**src/rtl/work_dispatcher.sv**
```systemverilog
`default_nettype none
// +----------------------------------------------------------------------------+
// | Module      : work_dispatcher                                              |
// | Description : Latches a 352-bit work word (midstate + header tail) from    |
// |               the byte-wide shift register, acknowledges it with a         |
// |               one-cycle sr_read, then sweeps the nonce range, issuing one  |
// |               {midstate, tail, nonce} beat per accepted handshake.         |
// |               Optional feature macro: WORK_PREEMPT_EN (a new work word     |
// |               arriving during RUN abandons the current job).               |
// | Revision    : 1.0 - initial release                                        |
// +----------------------------------------------------------------------------+
module work_dispatcher #(
  parameter logic [31:0] NONCE_START = 32'h0000_0000,
  parameter int unsigned NONCE_STEP  = 1
) (
  input  logic         clk,
  input  logic         rst_n,
  input  logic         sr_full,
  input  logic [351:0] sr_data,
  output logic         sr_read,
  output logic         hash_valid,
  input  logic         hash_ready,
  output logic [255:0] midstate,
  output logic [95:0]  tail,
  output logic [31:0]  nonce,
  output logic         busy,
  output logic         exhausted
);

  localparam logic [1:0] c_st_idle = 2'd0;
  localparam logic [1:0] c_st_load = 2'd1;
  localparam logic [1:0] c_st_run  = 2'd2;
  localparam logic [1:0] c_st_done = 2'd3;

  // Step widened to 33 bits so the carry out of the nonce is the exhaustion flag
  localparam logic [32:0] c_step = 33'(NONCE_STEP);

  logic [1:0]   r_state;
  logic [255:0] r_midstate;
  logic [95:0]  r_tail;
  logic [31:0]  r_nonce;
  logic [32:0]  w_sum;

  // Next candidate nonce; bit 32 set means the range is used up
  assign w_sum = {1'b0, r_nonce} + c_step;

  // Job sequencing: capture work, acknowledge, sweep nonces, signal completion
  always_ff @(posedge clk or negedge rst_n) begin
    if (!rst_n) begin
      r_state    <= c_st_idle;
      r_midstate <= '0;
      r_tail     <= '0;
      r_nonce    <= '0;
    end else begin
      case (r_state)
        c_st_idle: begin
          if (sr_full) begin
            r_midstate <= sr_data[351:96];
            r_tail     <= sr_data[95:0];
            r_state    <= c_st_load;
          end
        end
        c_st_load: begin
          r_nonce <= NONCE_START;
          r_state <= c_st_run;
        end
        c_st_run: begin
`ifdef WORK_PREEMPT_EN
          // A waiting work word replaces the job on an accepted beat,
          // taking priority over exhaustion on the same beat.
          if (hash_ready && sr_full) begin
            r_midstate <= sr_data[351:96];
            r_tail     <= sr_data[95:0];
            r_state    <= c_st_load;
          end else
`endif
          if (hash_ready) begin
            if (w_sum[32]) begin
              r_state <= c_st_done;
            end else begin
              r_nonce <= w_sum[31:0];
            end
          end
        end
        c_st_done: begin
          r_state <= c_st_idle;
        end
        default: begin
          r_state <= c_st_idle;
        end
      endcase
    end
  end

  assign sr_read    = (r_state == c_st_load);
  assign hash_valid = (r_state == c_st_run);
  assign exhausted  = (r_state == c_st_done);
  assign busy       = (r_state != c_st_idle);
  assign midstate   = r_midstate;
  assign tail       = r_tail;
  assign nonce      = r_nonce;

endmodule
`default_nettype wire

```
**config.mk**
```make
export PLATFORM = sky130hd
export DESIGN_NAME = work_dispatcher
export DESIGN_NICKNAME = d
export VERILOG_FILES = /design/src/rtl/work_dispatcher.sv
export SDC_FILE = /design/constraint.sdc
export NUM_CORES = 1
export LEC_CHECK = 0
export BUFFER_PORTS_ARGS = -buffer_cell sky130_fd_sc_hd__buf_2
export CAP_MARGIN = 20
export CORE_AREA = 2 2 291 293
export DETAILED_ROUTE_END_ITERATION = 6
export DIE_AREA = 0 0 293 295
export GPL_ROUTABILITY_DRIVEN = 1
export SYNTH_ARGS = -nofsm -noshare
export SYNTH_HDL_FRONTEND = slang
export SYNTH_SLANG_ARGS = --single-unit
```
**constraint.sdc**
```tcl
create_clock -name clk -period 2.06 [get_ports clk]
set_input_delay 0.412 -clock clk [delete_from_list [all_inputs] [get_ports clk]]
set_output_delay 0.412 -clock clk [all_outputs]
set_load 0.1 [all_outputs]
```
**Yosys cells after proc, flatten, opt, wreduce, memory -nomap -nowiden**

Cells that the tools add are included.

- Bits in registers: 386
- Bits of input ports: 356

- Eq/ne operators: 7
- Reductions and logical operators: 6
- Muxes and demuxes: 7
- Add/subtract/negate cells: 1

Operators with widths:

| kind | count |
|---|---|
| $mux W32 | 2 |
| $pmux W32 S2 | 1 |
| $add A32 B1 Y33 const B | 1 |
| $pmux W2 S4 | 1 |
| $mux W2 | 3 |
| $reduce_and A3 Y1 | 2 |
| $eq A2 B2 Y1 const B | 2 |
| $ne A2 B1 Y1 const B | 2 |
| $ne A2 B2 Y1 const B | 2 |
| $reduce_bool A2 Y1 | 2 |
| $eq A2 B1 Y1 const B | 1 |
| $logic_not A2 Y1 | 1 |
| $reduce_and A2 Y1 | 1 |

**Longest topological paths before layout**

- Depth after elaboration: 4
- Depth in mapped cells: 8
- Gate-level depth less buffers: 7

**Worst setup path before layout**

OpenSTA, ideal clock, no wires.

- Path kind: flip-flop to flip-flop
- Start point: reg r_nonce[16], in the netlist nonce[16]
- End point: reg r_nonce[30], in the netlist nonce[30]
- Path slack: -790 ps
- Required time: 1886 ps
- Setup time: 174 ps
- Buffers on the path: 2
- Cell stages (with the launch flop): 8
- Clock period less this slack: 2850 ps
- Arrival time: 2676 ps
- Path through: dfrtp_1 -> buf_2 -> nand4_1 -> nor4_1 -> nand4_1 -> clkbuf_1 -> a41oi_1 -> a31oi_1

- Longest elaborated chain between the ends: 4
- Elaborated cells on any way between the ends: 6
- Those cells by class: add/sub (1); eq/ne (1); mux (3); reduce/logical (1)

RTL lines:

| what | RTL line | RTL |
|---|---|---|
| start, declared | 41 | `logic [31:0] r_nonce;` |
| start signal, assigned | 81 | `r_nonce <= w_sum[31:0];` |
| $add A32 B1 Y33 (*) | 45 | `assign w_sum = {1'b0, r_nonce} + c_step;` |
| $mux W32 | 78 | `if (w_sum[32]) begin` |
| $mux W32 | 77 | `if (hash_ready) begin` |
| $pmux W32 S2 | 55 | `case (r_state)` |

Mark *: on every way between the ends. The rest lies on a longest branch, timed or not. The select of a mux whose other input is x is not followed.
A chain may end at the register's enable or synchronous reset.

**Worst setup path in the final report**

- Start point: reg r_nonce[16], in the netlist nonce[16]
- End point: reg r_nonce[31], in the netlist nonce[31]

Same word-level chain as after synthesis.

==> impl_metrics.tcl <==
set metrics [dict create \
    status "finished, final reports clean" \
    gr-usage-all-layers_pct 10.6 \
    synth_seq_cells 386 \
    synthMuxAreaShare_pct 26.4 \
    ys_seq_area_share_pct 63.9 \
    drv_cap 0 \
    period_share_pct 99.2 \
    reg2reg_slack_ns 0.02 \
    setup_tns_ns 0 \
    grt-ovfl-total 0 \
    drt-total-wl_um 48300 \
    place_inst 2861 \
    syn_to_final_growth_pct 51.0 \
    numCtsBuffers 45 \
    clk_pin_slew_worst_paths_ns 0.06 \
    max_freq_mhz 489 \
    cts-root-buf "clkbuf_16" \
    startpoint_type "register" \
    num_vias 11657 \
    final_nets 2195 \
    wl_per_cell_um 16.4 \
    crit_arrival_ns 2.53 \
    timing.hold.ws_ns 0.0548 \
    drv_slew 0 \
    gp_congestion 0.855 \
    die_h_um 295 \
    r2r-end "nonce[31]" \
    grt_pass1_wl_um 71800 \
    setup_viol 0 \
    fin_crit_ns 2.04 \
    core_area_mm2 0.0832 \
    min_to "tail[18]" \
    synth_top_family_by_area "multiplexers" \
    dp_hpwl_um 37900 \
    yosys_warnings 0 \
    synth_xor_area_share_pct 0 \
    placementRows 106 \
    dr.pass1.iters 7 \
    die_w_um 293 \
    synthArstFlopShare_pct 100 \
    final_area_mm2 0.0228 \
    hold_violations 0 \
    slew_headroom_pct 61.6 \
    crit_required_ns 2.55 \
    min-delay-start "sr_data[18]" \
    worst_pin_slew_ns 0.580 \
    synth.distinct_cells 44 \
    synth_edf_count 0 \
    vias_per_cell 3.95 \
    crit_path_end_kind "register" \
    cts.sinks 386 \
    reg2reg_from "nonce[16]" \
    ant_nets 0 \
    cts_tree "yes" \
    drtIter0Drc 369 \
    fill_cells 8568 \
    min-delay-path-class "in -> reg" \
    syn_nets 1359 \
    crit_type "reg -> reg" \
    syn_area_per_cell_um2 15.2 \
    synthAdderAreaFrac_pct 0.414 \
    drc 0 \
    synth-compound-area-share_pct 3.25 \
    port_buffers 743 \
    netlist_area_mm2 0.0151 \
    io_pins 744 \
    first_global_vias 12079 \
    synth-main-ff-cell "dfrtp_1" \
    synth-simple-area-share_pct 4.24 \
    dpl-instance-area_mm2 0.0212 \
    die-area_mm2 0.0864 \
    cts-htree-levels 2 \
    rsz0062_at_grt "yes" \
    worst_skew_pair.late_latency_ns 0.58 \
    clockBufferDepth 3 \
    start_util_pct 18.2 \
    instances_no_fill 2951 \
    rr_worst_depth 5 \
    grt_antenna_before_repair 2 \
    cp_max_fo 3 \
    syn_inst 998 \
    whs_path_depth 2 \
    drive_gt1_share_pct 71.2 \
    finClkSkew_ns 0.0174 \
    grt_max_degree 63 \
]
## per-stage QoR
stage / utilization, % / worst slack (ns)
2_1_floorplan: - / -0.319
3_3_place_gp: 25.4 / 0.0105
3_5_place_dp: 25.4 / -0.0243
4_1_cts: 27.4 / 0.00392
5_1_grt: 27.5 / -0.0502
6_report: 27.5 / 0.0169
## how the worst max path moves through the flow
| stage | endpoint | from |
|---|---|---|
| floorplan | nonce[31] | nonce[16] |
| global placement | nonce[31] | nonce[16] |
| detailed placement | nonce[31] | nonce[16] |
| CTS | nonce[25] | nonce[0] |
| global route | nonce[2] | nonce[21] |
| finish | nonce[31] | nonce[16] |
## critical path, stage by stage (launching register included)
cell	delay, ns
dfrtp_4	0.40
nand4_1	0.20
or4_4	0.47
or4_4	0.53
o31a_1	0.25
a31oi_1	0.13
## sequential cells by signal, summed over array words and instances (netlist names)
signal / cells
midstate: 256
tail: 96
nonce: 32
r_state: 2
## cell usage in the layout (no fill, tap or decap), types with 5 or more instances in the layout
master,count
buf_2,736
dfrtp_1,355
mux2_2,353
buf_4,81
clkbuf_16,45
a31oi_1,28
dfrtp_4,25
buf_12,23
nand4_1,19
inv_1,15
nand2_1,13
nand3_1,10
clkbuf_8,10
o211ai_1,9
clkinv_2,9
nor3_1,8
nor4_1,6
or3_1,6
clkbuf_1,6
dfrtp_2,6
nor2_1,5
o21ai_1,5
a41oi_1,5
## metal layers
| layer | global-route usage (%) | vias to the layer above | part of all wire (%) |
|---|---|---|---|
| met1 | 13.0 | 5801 | 40 |
| met5 | 0 | - | 0 |
| met2 | 17.4 | 449 | 49 |
| met4 | 3.94 | 0 | 2.9 |
| li1 | - | 5311 | - |
| met3 | 3.34 | 96 | 7.6 |
## final cells by class
type	instances	area (um2)	area share [%]
tap	1080	1350	5.92
clock buffer	61	1290	5.63
inverter	18	67.6	0.296
multi-input combinational	538	5310	23.3
antenna	4	10.0	0.0438
sequential	386	9760	42.7
timing repair buffer	845	4800	21.0
clock inverter	19	251	1.10
## logic make-up (layout without fill, tap and decap cells)
logic type | Yosys count | after routing
DFF | 386 | 386
muxes | 354 | 354
and+or+nand+nor | 109 | 109
buffers and inverters | 74 | 943
AOI/OAI and AO/OA | 70 | 70
adders and majority gates | 5 | 5
other | 0 | 4
## cell usage after synthesis, types with 3 or more instances
library cell  count  share of area (%)
a41oi_1           5               0.29
nand2b_1          4               0.17
inv_1            18               0.45
nand3_1          14               0.46
o21ai_0           4               0.13
clkbuf_1         50                1.2
a31oi_1          28                1.2
mux2_2          353                 26
and4_1            3               0.17
and3_1            4               0.17
buf_2             5               0.17
and2_1            4               0.17
nor2_1            6               0.15
nor3_1            8               0.26
o211ai_1          9               0.45
nand4_1          19               0.79
or3_1             8               0.33
ha_1              5               0.41
or4_1             4               0.20
o221ai_1          3               0.17
a21oi_1           3              0.099
dfrtp_1         386                 64
nand2_1          17               0.42
o21ai_1           4               0.13
o31a_1            4               0.23
nor4_1            7               0.29
## repair_timing
item	CTS	global route
endpoints found under the hold margin	66	0
hold buffers	1	0
resized for setup	15	11
endpoints found under the setup margin	4	33
gates cloned	0	0
buffers inserted	2	3
pin swaps	1	2
Power is not shown: default switching activity piles up to over one toggle a cycle in this logic, so the estimate is an artifact.
